<file path="config.mk">
export PLATFORM = sky130hd
export DESIGN_NAME = fetch_stage
export DESIGN_NICKNAME = d
export VERILOG_FILES = /design/src/rtl/fetch_stage_pkg.sv /design/src/rtl/fetch_skid_buf.sv /design/src/rtl/fetch_stage.sv
export SDC_FILE = /design/constraint.sdc
export NUM_CORES = 1
export LEC_CHECK = 0
export CELL_PAD_IN_SITES_DETAIL_PLACEMENT = 0
export CELL_PAD_IN_SITES_GLOBAL_PLACEMENT = 2
export CORE_MARGIN = 2
export CORE_UTILIZATION = 34
export DETAILED_ROUTE_END_ITERATION = 10
export GPL_ROUTABILITY_DRIVEN = 0
export GPL_TIMING_DRIVEN = 0
export PLACE_DENSITY_LB_ADDON = 0.15
export SYNTH_ARGS = -nofsm -noshare
export SYNTH_HDL_FRONTEND = slang
export SYNTH_SLANG_ARGS = --single-unit
</file>
<file path="constraint.sdc">
create_clock -name clk_i -period 3.5 [get_ports clk_i]
set_clock_uncertainty 0.05 [all_clocks]
set_input_delay 0.35 -clock clk_i [delete_from_list [all_inputs] [get_ports clk_i]]
set_output_delay 0.35 -clock clk_i [all_outputs]
set_load 0.05 [all_outputs]
</file>
<file path="src/rtl/fetch_stage_pkg.sv">
// Shared constants and types for the RV32I instruction fetch stage.
package fetch_stage_pkg;

    localparam logic [31:0] NopInstr       = 32'h0000_0013;
    localparam logic [31:0] DefaultResetPc = 32'h0000_0000;

    typedef enum logic [1:0] {
        StReq  = 2'd0,
        StWait = 2'd1,
        StHold = 2'd2
    } fetch_state_e;

    function automatic logic [31:0] word_align(input logic [31:0] addr);
        return addr & 32'hFFFF_FFFC;
    endfunction

endpackage

</file>
<file path="src/rtl/fetch_skid_buf.sv">
// One-entry (pc, instr) holding register used when decode back-pressures a response.
module fetch_skid_buf
    import fetch_stage_pkg::*;
(
    input  logic        clk_i,
    input  logic        rst_ni,
    input  logic        load_i,
    input  logic        unload_i,
    input  logic        flush_i,
    input  logic [31:0] pc_i,
    input  logic [31:0] instr_i,
    output logic        valid_o,
    output logic [31:0] pc_o,
    output logic [31:0] instr_o
);

    logic        valid_q, valid_d;
    logic [31:0] pc_q, pc_d;
    logic [31:0] instr_q, instr_d;

    always_comb begin
        valid_d = valid_q;
        pc_d    = pc_q;
        instr_d = instr_q;
        if (flush_i) begin
            valid_d = 1'b0;
        end else if (load_i) begin
            valid_d = 1'b1;
            pc_d    = pc_i;
            instr_d = instr_i;
        end else if (unload_i) begin
            valid_d = 1'b0;
        end
    end

    always_ff @(posedge clk_i or negedge rst_ni) begin
        if (!rst_ni) begin
            valid_q <= 1'b0;
            pc_q    <= 32'h0;
            instr_q <= NopInstr;
        end else begin
            valid_q <= valid_d;
            pc_q    <= pc_d;
            instr_q <= instr_d;
        end
    end

    assign valid_o = valid_q;
    assign pc_o    = pc_q;
    assign instr_o = instr_q;

endmodule

</file>
<file path="src/rtl/fetch_stage.sv">
// RV32I fetch stage: owns the PC, keeps one imem request in flight and registers
// (pc, instr, pc+4) for decode, with stall back-pressure and redirect squashing.
module fetch_stage
    import fetch_stage_pkg::*;
#(
    parameter logic [31:0] RESET_PC = DefaultResetPc
) (
    input  logic        clk_i,
    input  logic        rst_ni,
    input  logic        stall_i,
    input  logic        redirect_valid_i,
    input  logic [31:0] redirect_pc_i,
    output logic        imem_req_valid_o,
    input  logic        imem_req_ready_i,
    output logic [31:0] imem_addr_o,
    input  logic        imem_rsp_valid_i,
    input  logic [31:0] imem_rsp_data_i,
    output logic        if_valid_o,
    output logic [31:0] if_pc_o,
    output logic [31:0] if_instr_o,
    output logic [31:0] if_next_pc_o
);

    fetch_state_e state_q, state_d;
    logic [31:0]  pc_q, pc_d;
    logic [31:0]  rsp_pc_q, rsp_pc_d;
    logic         drop_q, drop_d;
    logic         out_valid_q, out_valid_d;
    logic [31:0]  out_pc_q, out_pc_d;
    logic [31:0]  out_instr_q, out_instr_d;

    logic         skid_load, skid_unload, skid_flush, skid_valid;
    logic [31:0]  skid_pc, skid_instr;
    logic         req_valid, accept, consume;

    assign req_valid = (state_q == StReq) && rst_ni;
    assign accept    = req_valid && imem_req_ready_i;
    assign consume   = out_valid_q && !stall_i;

    always_comb begin
        state_d     = state_q;
        pc_d        = pc_q;
        rsp_pc_d    = rsp_pc_q;
        drop_d      = drop_q;
        out_valid_d = out_valid_q;
        out_pc_d    = out_pc_q;
        out_instr_d = out_instr_q;
        skid_load   = 1'b0;
        skid_unload = 1'b0;
        skid_flush  = 1'b0;

        if (consume) out_valid_d = 1'b0;
        if (accept) rsp_pc_d = word_align(pc_q);

        if (redirect_valid_i) begin
            pc_d        = word_align(redirect_pc_i);
            out_valid_d = 1'b0;
            skid_flush  = 1'b0 | 1'b1;
            drop_d      = 1'b0;
            // Anything still owed by memory belongs to the old path and must be squashed.
            if ((state_q == StWait && !imem_rsp_valid_i) || accept) begin
                drop_d  = 1'b1;
                state_d = StWait;
            end else begin
                state_d = StReq;
            end
        end else begin
            unique case (state_q)
                StReq: begin
                    if (accept) begin
                        pc_d    = word_align(pc_q) + 32'd4;
                        state_d = StWait;
                    end
                end
                StWait: begin
                    if (imem_rsp_valid_i) begin
                        if (drop_q) begin
                            drop_d  = 1'b0;
                            state_d = StReq;
                        end else if (!out_valid_q || consume) begin
                            out_valid_d = 1'b1;
                            out_pc_d    = rsp_pc_q;
                            out_instr_d = imem_rsp_data_i;
                            state_d     = StReq;
                        end else begin
                            skid_load = 1'b1;
                            state_d   = StHold;
                        end
                    end
                end
                StHold: begin
                    if (consume) begin
                        out_valid_d = 1'b1;
                        out_pc_d    = skid_pc;
                        out_instr_d = skid_instr;
                        skid_unload = 1'b1;
                        state_d     = StReq;
                    end
                end
                default: state_d = StReq;
            endcase
        end
    end

    always_ff @(posedge clk_i or negedge rst_ni) begin
        if (!rst_ni) begin
            state_q     <= StReq;
            pc_q        <= word_align(RESET_PC);
            rsp_pc_q    <= 32'h0;
            drop_q      <= 1'b0;
            out_valid_q <= 1'b0;
            out_pc_q    <= 32'h0;
            out_instr_q <= NopInstr;
        end else begin
            state_q     <= state_d;
            pc_q        <= pc_d;
            rsp_pc_q    <= rsp_pc_d;
            drop_q      <= drop_d;
            out_valid_q <= out_valid_d;
            out_pc_q    <= out_pc_d;
            out_instr_q <= out_instr_d;
        end
    end

    fetch_skid_buf u_skid (
        .clk_i    (clk_i),
        .rst_ni   (rst_ni),
        .load_i   (skid_load),
        .unload_i (skid_unload),
        .flush_i  (skid_flush),
        .pc_i     (rsp_pc_q),
        .instr_i  (imem_rsp_data_i),
        .valid_o  (skid_valid),
        .pc_o     (skid_pc),
        .instr_o  (skid_instr)
    );

    assign imem_req_valid_o = req_valid;
    assign imem_addr_o      = word_align(pc_q);
    assign if_valid_o       = out_valid_q;
    assign if_pc_o          = out_pc_q;
    assign if_instr_o       = out_instr_q;
    assign if_next_pc_o     = out_pc_q + 32'd4;

    // skid_valid is implied by StHold; kept observable for debug only.
    logic unused_skid_valid;
    assign unused_skid_valid = skid_valid;

endmodule

</file>
Word level (Yosys, flattened, before mapping)
Index checks and enable logic that the tools add are counted.
{ "classes": {"addsub": 2, "bitwise": 2, "n_reduce_logical": 20, "n_eq_ne": 9, "n_mux": 38} }
{ "op_table": {"columns": ["cell", "n"], "rows": [
  ["$mux W32", 11],
  ["$pmux W32 S2", 2],
  ["$add A32 B3 Y32 const B", 2],
  ["$mux W1", 17],
  ["$mux W2", 6],
  ["$reduce_bool A2 Y1", 5],
  ["$ne A3 B3 Y1 const B", 3],
  ["$ne A2 B2 Y1 const B", 3],
  ["$pmux W2 S3", 1],
  ["$reduce_and A2 Y1", 3],
  ["$reduce_and A6 Y1", 1],
  ["$logic_and A1 B1 Y1", 4],
  ["$logic_not A1 Y1", 3],
  ["$reduce_and A3 Y1", 1],
  ["$eq A2 B1 Y1 const B", 1],
  ["$eq A2 B2 Y1 const B", 1],
  ["$logic_not A2 Y1", 1],
  ["$logic_or A1 B1 Y1", 2],
  ["$ne A2 B1 Y1 const B", 1],
  ["$not A1 Y1", 2],
  ["$pmux W1 S2", 1]
]} }
{ "totals": {"wordCells": 80, "register_bits": 192, "inputBits": 70} }

Logic depth before layout (Yosys ltp)
Gate-level depths: netlist of the first run.
{ "depth": {"word_depth": 9, "mapped_depth": 8} }

By module
Synthesis of the first run repeated with hierarchy kept, for this count alone.
{ "hier_totals": {"hier_cells": 788, "hier_area_um2": 9470.3} }
{ "by_module_without_submodules": {"columns": ["module", "area_per_inst_um2", "cells_per_inst", "n_inst"], "rows": [
  ["fetch_stage", 6725.2, 648, 1],
  ["fetch_skid_buf", 2745.1, 140, 1]
]} }

Worst setup path before layout of the first run
OpenSTA, ideal clock, no wires.
{ "synth_timing": {"kind": "register -> output", "startpoint": "register out_pc_q[4] (netlist: if_pc_o[4])", "endpoint": "output port if_next_pc_o[27]", "arrival_time_ps": 2659, "stages_incl_launch_ff": 6, "setup_slack_ps": 441, "path_cell_list": "dfrtp_1 clkbuf_2 nand4_1 nor4_2 nand4_1 xnor2_1"} }
{ "synth_via": {"elab_chain_cells": 1} }
{ "synth_rtl": {"columns": ["element", "line", "text"], "rows": [
  ["start, declared", "fetch_stage.sv:29", "logic [31:0] out_pc_q, out_pc_d;"],
  ["start signal, assigned", "fetch_stage.sv:120", "out_pc_q <= out_pc_d;"],
  ["$add A32 B3 Y32", "fetch_stage.sv:143", "assign if_next_pc_o = out_pc_q + 32'd4;"],
  ["end, declared", "fetch_stage.sv:21", "output logic [31:0] if_next_pc_o"]
]} }
Every way passes these cells.

Worst setup path in the final report of the first run
{ "layout_timing": {"startpoint": "register out_pc_q[8] (netlist: if_pc_o[8])", "endpoint": "output port if_next_pc_o[16]"} }
The elaborated chain is that of the path after synthesis.

==> results.tsv, run 1 <==
stage	metric	value	unit
run_status	outcome	complete, no violations	
critical_path	end_kind	primary output	
critical_path	crit_required	3.10	ns
clock_network	cts_made_buffers	17	
yosys	synth_edf_count	0	
critical_path	crit_arrival	2.91	ns
detailed_routing	firstDrtPassIters	5	
yosys	synthFlopType	dfrtp_1	
global_route	grt_pass1_wl	40400	um
yosys	synth.distinct_cells	45	
cells_and_area	finalInstanceArea	12100	um^2
critical_path	critPathMaxFanout	7	
detailed_routing	vias_per_cell	4.97	
worst_hold_path	min_to	pc_q[15]$_DFFE_PN0P_	
pwr	leakage	5.17	nW
detailed_routing	drt_iter0_drc	403	
cells_and_area	stdcell_count	1436	
cells_and_area	antenna_cells	0	
critical_path	worstSetupPathType	reg -> out	
sta	layout_min_cycle_time	3.31	ns
placed_design	dp.cells	1400	
yosys	synthArstFlopShare	1.00	
global_route	grt_pass1_vias	7165	
critical_path	reg2reg_slack	0.95	ns
sta	worst_slew_pin_slew	0.859	ns
critical_path	start_kind	flop	
global_route	grt_max_degree	95	
worst_hold_path	min_from	redirect_pc_i[15]	
yosys	yosysWarnings	0	
worst_hold_path	whs_path_depth	3	
pwr	p_total	0.00915	W
critical_path	reg2regPathDepth	8	
sta	report.final.slew_viol_count	0	
detailed_routing	drc	0	
sta	finalHoldViolations	0	
die	die_area	27900	um^2
die	rows	59	
sta	rsz0062_at_grt	false	
sta	fmax	302	MHz
pwr	ir_worst_vdd	425	uV
cells_and_area	n_fill_cell	2510	
die	initial_core_util	0.346	
clock_network	insertion_delay	0.43	ns
die	chipWidth	167	um
yosys	synth_seq_cells	188	
run	maxCapViolCount	0	
placed_design	postPlaceCellArea	11400	um^2
detailed_routing	routed_wl	25200	um
die	core_area	26100	um^2
cells_and_area	area_growth	33.9	%
yosys	yosysSeqAreaShare	0.522	
die	die_h	167	um
cells_and_area	fin_nets	1163	
global_route	grt_overflow	0	
placed_design	dp_hpwl	18000	um
global_route	antenna_found_initial	0	
yosys	syn_inst	868	
clock_network	clockBufferDepth	2	
critical_path	rr_endpoint	if_pc_o[25]$_DFFE_PN0P_	
pwr	powerDensity	756	nW/um^2
clock_network	cts.clk_slew.worst_paths	0.08	ns
sta	finalCritPeriodShare	0.946	
worst_hold_path	hp-class	in -> reg	
sta	setup_viol	0	
placed_design	port_buffers	191	
critical_path	rr_startpoint	state_q[0]$_DFFE_PN0P_	
yosys	synth_area_per_cell	10.4	um^2
cells_and_area	drive_above_1_share	0.128	
clock_network	ctsHtreeMaxLevel	4	
clock_network	cts_sinks	188	
clock_network	cts_tree	built	
detailed_routing	num_vias	7143	
detailed_routing	wl_per_cell	17.5	um
global_route	grt_use_total	0.183	
die	pin_count	200	
detailed_routing	ant_nets	0	
sta	maxSlewHeadroom	0.428	
clock_network	cts-root-buf	clkbuf_16	
yosys	synthesis.area	9030	um^2
[worst max path at each step]
stage / startpoint / to / slack (ns) / cells after the start
6_report: if_pc_o[8]$_DFFE_PN0P_ / if_next_pc_o[16] / 0.19 / 6
4_1_cts: if_pc_o[15]$_DFFE_PN0P_ / if_next_pc_o[31] / 0.009 / 6
2_1_floorplan: if_pc_o[4]$_DFFE_PN0P_ / if_next_pc_o[27] / 0.44 / 5
3_3_place_gp: rst_ni / pc_q[16]$_DFFE_PN0P_ / -7.47 / 5
3_5_place_dp: if_pc_o[8]$_DFFE_PN0P_ / if_next_pc_o[31] / 0.20 / 6
5_1_grt: if_pc_o[8]$_DFFE_PN0P_ / if_next_pc_o[16] / 0.007 / 6
[synthesized netlist by cell type, types with 8 or more instances]
cell type / instances / share of area
dfrtp_1: 182 / 0.50
nor3_1: 8 / 0.0044
and4_1: 11 / 0.011
buf_4: 12 / 0.010
a31oi_1: 13 / 0.0090
buf_2: 14 / 0.0078
nor2_1: 85 / 0.035
o21ai_0: 20 / 0.011
xor2_1: 10 / 0.0097
xnor2_1: 29 / 0.028
mux2i_1: 64 / 0.071
inv_1: 9 / 0.0037
nand3_1: 27 / 0.015
a21oi_1: 69 / 0.038
or4_1: 12 / 0.010
nand4_1: 20 / 0.014
and3_1: 8 / 0.0055
clkbuf_1: 23 / 0.0096
o31ai_1: 12 / 0.010
nand2_1: 122 / 0.051
mux2_2: 62 / 0.077
[what timing repair did]
item,4_1_cts,5_1_grt
endpoints found under the setup margin,15,15
pin swaps,1,0
hold buffers,2,0
endpoints found under the hold margin,94,0
setup buffers,3,0
gates resized for setup,1,15
[kinds of logic after synthesis]
logic type / after synthesis / synth area share
AND/OR/NAND/NOR: 319 / 0.170
flip-flops: 188 / 0.522
multiplexers: 126 / 0.148
AO/OA/AOI/OAI: 123 / 0.0790
buffers and inverters: 67 / 0.0358
XOR/XNOR: 39 / 0.0378
adder cells (fa/ha/maj): 5 / 0.00693
other: 1 / 0.000415
[report_power, final]
part	internal (W)	switching, W	total (W)
combinational	0.00137	0.00273	0.00410
clock	0.00100	0.000902	0.00190
sequential	0.00264	0.000504	0.00314
[through the flow]
stage	utilization	hold WS, ns	setup WS (ns)	setup TNS [ns]
2_1_floorplan	-	0.00441	0.441	0
6_report	0.464	0.428	0.188	0
4_1_cts	0.463	0.413	0.00896	0
3_5_place_dp	0.438	0.417	0.198	0
3_3_place_gp	0.437	0.434	-7.47	-1613.93
5_1_grt	0.464	0.425	0.00697	0
[critical path, stage by stage (launching register included)]
cell             delay [ns]
dfrtp_1                0.34
clkbuf_1               0.27
and4_1                 0.26
and4_1                 0.50
nand3_1                0.15
xnor2_1                0.15
clkdlybuf4s50_1        0.82
[placed cells by master (no fill, tap or decap), drive strengths merged, types with 27 or more instances in the layout]
cell,Yosys,layout
dfrtp,182,182
clkdlybuf4s50,0,174
nand2,122,122
nor2,85,85
a21oi,69,69
mux2i,64,64
mux2,62,62
clkbuf,24,42
buf,34,40
xnor2,29,29
nand3,27,27
[metal layers]
| layer | track usage | wire length [um] | vias up |
|---|---|---|---|
| li1 | - | - | 3479 |
| met1 | 0.264 | 12400 | 3453 |
| met2 | 0.287 | 11500 | 194 |
| met3 | 0.0295 | 1100 | 17 |
| met4 | 0.0439 | 249 | 0 |
| met5 | 0 | 0 | - |
[final cells by class]
class / count / area (um^2) / share of cell area
sequential: 188 / 4710 / 0.390
multi-input combinational: 618 / 4020 / 0.332
timing repair buffer: 197 / 2050 / 0.170
clock buffer: 19 / 433 / 0.0358
tap: 335 / 419 / 0.0347
buffer: 57 / 285 / 0.0236
clock inverter: 13 / 135 / 0.0112
inverter: 9 / 33.8 / 0.00279
[registers in the layout, indices dropped and copies added, names as in the netlist]
| name | flops |
|---|---|
| pc_q | 30 |
| rsp_pc_q | 30 |
| state_q | 2 |
| if_instr_o | 32 |
| u_skid.instr_o | 32 |
| drop_q | 1 |
| u_skid.pc_o | 30 |
| if_valid_o | 1 |
| if_pc_o | 30 |
No activity file was read; power rests on OpenSTA's default activity.
==> inputs of run 2 (changes only) <==
--- a/config.mk
+++ b/config.mk
@@ -9,10 +9,11 @@
 export CELL_PAD_IN_SITES_GLOBAL_PLACEMENT = 2
 export CORE_MARGIN = 2
 export CORE_UTILIZATION = 34
+export CTS_CLUSTER_SIZE = 40
 export DETAILED_ROUTE_END_ITERATION = 10
 export GPL_ROUTABILITY_DRIVEN = 0
 export GPL_TIMING_DRIVEN = 0
-export PLACE_DENSITY_LB_ADDON = 0.15
+export PLACE_DENSITY_LB_ADDON = 0.1
 export SYNTH_ARGS = -nofsm -noshare
 export SYNTH_HDL_FRONTEND = slang
 export SYNTH_SLANG_ARGS = --single-unit
==> run 2 against run 1 <==
Effect of this change: combinational power barely moved; core utilization increased by 0.058 points; via count fell by 0.98%; global-route usage about the same; critical path depth unchanged; non-clock buffer count increased by 1; cell count is essentially flat; total power grew 1.4%; worst hold slack worse by 0.0083 ns; sequential share of layout area barely moved; wire length is 0.62% higher; first-iteration DRC count shrank 6.7%; largest power group unchanged.
==> results.tsv, run 2 (synthesis results as in run 1) <==
stage	metric	value	unit
sta	whs	0.420	ns
cells_and_area	n_fill_cell	2565	
critical_path	end_kind	primary output	
detailed_routing	num_vias	7073	
pwr	powerDensity	766	nW/um^2
cells_and_area	antenna_cells	0	
placed_design	port_buffers	191	
cells_and_area	multi_input_area	4020	um^2
pwr	leakage	5.13	nW
cells_and_area	area_growth	34.1	%
run_status	outcome	complete, no violations	
critical_path	crit_arrival	2.96	ns
cells_and_area	drive_above_1_share	0.130	
sta	fin_tns_setup	0	ns
clock_network	cts-root-buf	clkbuf_16	
clock_network	clockBufferDepth	2	
sta	worst_slew_pin_slew	0.927	ns
global_route	grt_pass1_wl	40600	um
clock_network	insertion_delay	0.43	ns
cells_and_area	seq_area	4710	um^2
global_route	grt_use_total	0.183	
clock_network	cts.clk_slew.worst_paths	0.08	ns
global_route	grt_pass1_vias	7009	
placed_design	dp_hpwl	18000	um
critical_path	crit_required	3.10	ns
clock_network	ctsHtreeMaxLevel	4	
sta	finalHoldViolations	0	
detailed_routing	drc	0	
sta	report.final.slew_viol_count	0	
detailed_routing	drt_iter0_drc	376	
detailed_routing	wl_per_cell	17.6	um
critical_path	critPathMaxFanout	10	
die	core_area	26100	um^2
pwr	ir_worst_vdd	487	uV
die	rows	59	
run	maxCapViolCount	0	
global_route	grt_overflow	0	
detailed_routing	firstDrtPassIters	4	
sta	finalCritPeriodShare	0.960	
cells_and_area	fin_nets	1164	
detailed_routing	ant_nets	0	
critical_path	worstSetupPathType	reg -> out	
cells_and_area	fin_util	0.465	
die	initial_core_util	0.346	
sta	fmax	297	MHz
global_route	grt_max_degree	119	
cells_and_area	stdcell_count	1437	
die	die_h	167	um
clock_network	cts_made_buffers	17	
sta	setup_viol	0	
detailed_routing	vias_per_cell	4.92	
sta	layout_min_cycle_time	3.36	ns
die	pin_count	200	
pwr	p_total	0.00927	W
clock_network	cts_tree	built	
placed_design	dp.cells	1400	
detailed_routing	routed_wl	25300	um
die	die_area	27900	um^2
clock_network	cts_sinks	188	
global_route	antenna_found_initial	0	
critical_path	start_kind	flop	
sta	maxSlewHeadroom	0.377	
worst_hold_path	hp-class	in -> async	
sta	rsz0062_at_grt	false	
die	chipWidth	167	um
cells_and_area	layout_common_cells	dfrtp_1, clkdlybuf4s50_1, nand2_1	
-- run 2: cell count changes in the layout (fill, tap and decap cells not counted), moves of 2 or more --
cell	delta
dlymetal6s2s_1	-11
dlygate4sd2_1	+3
clkdlybuf4s50_1	+8
clkinvlp_4	-2
clkbuf_8	+2
-- run 2: critical path: stages, from the launching register on --
cell and delay, ns:
dfrtp_1 0.52, and4_1 0.30, and4_1 0.20, clkbuf_1 0.36, nand4_1 0.17, xnor2_1 0.17, clkdlybuf4s50_1 0.82
-- run 2: path summary, 6_finish.rpt --
path	cells past startpoint	endpoint	slack (ns)	from
hold reg to reg	2	rsp_pc_q[18]$_DFFE_PN0P_	0.45	rsp_pc_q[18]$_DFFE_PN0P_
setup reg to reg	7	if_pc_o[26]$_DFFE_PN0P_	1.02	state_q[0]$_DFFE_PN0P_
min in group clk_i	3	pc_q[8]$_DFFE_PN0P_	0.42	redirect_pc_i[8]
max in group asynchronous	3	u_skid.instr_o[4]$_DFFE_PN1P_	2.12	rst_ni
setup / recovery	6	if_next_pc_o[27]	0.14	if_pc_o[16]$_DFFE_PN0P_
hold / removal	2	u_skid.instr_o[20]$_DFFE_PN0P_	0.42	rst_ni
-- run 2: power by group --
part           internal [W]  switching (W)  leakage (nW)
Combinational       0.00136        0.00273          2.52
Clock               0.00112       0.000918         0.294
Sequential          0.00264       0.000507          2.31
-- run 2: metrics by stage --
stage	instance area, um^2	worst slack (ns)
6_report	12100	0.138
5_1_grt	12100	0.00873
4_1_cts	12100	0.0114
3_5_place_dp	11400	0.180
3_3_place_gp	11400	-7.37
2_1_floorplan	9040	0.441
-- run 2: layout make-up --
class,instances,area share
Buffer,57,0.0236
Clock buffer,20,0.0377
Clock inverter,12,0.0126
Inverter,9,0.00279
Multi-Input combinational cell,618,0.332
Sequential cell,188,0.389
Tap cell,335,0.0346
Timing Repair Buffer,198,0.167
-- run 2: per-layer routing --
| metal | wire [um] | up-vias | share of wire | global-route usage |
|---|---|---|---|---|
| li1 | - | 3482 | - | - |
| met1 | 12700 | 3413 | 0.50 | 0.267 |
| met2 | 11300 | 156 | 0.45 | 0.283 |
| met3 | 903 | 22 | 0.036 | 0.0283 |
| met4 | 367 | 0 | 0.014 | 0.0484 |
| met5 | 0 | - | 0 | 0 |
-- run 2: what timing repair did --
action / CTS / global route
endpoints found under the setup margin: 15 / 18
pin swaps: 1 / 0
gates resized for setup: 4 / 4
hold buffers: 1 / 0
hold endpoints to repair: 70 / 0
cloned: 0 / 1
buffers inserted: 4 / 0
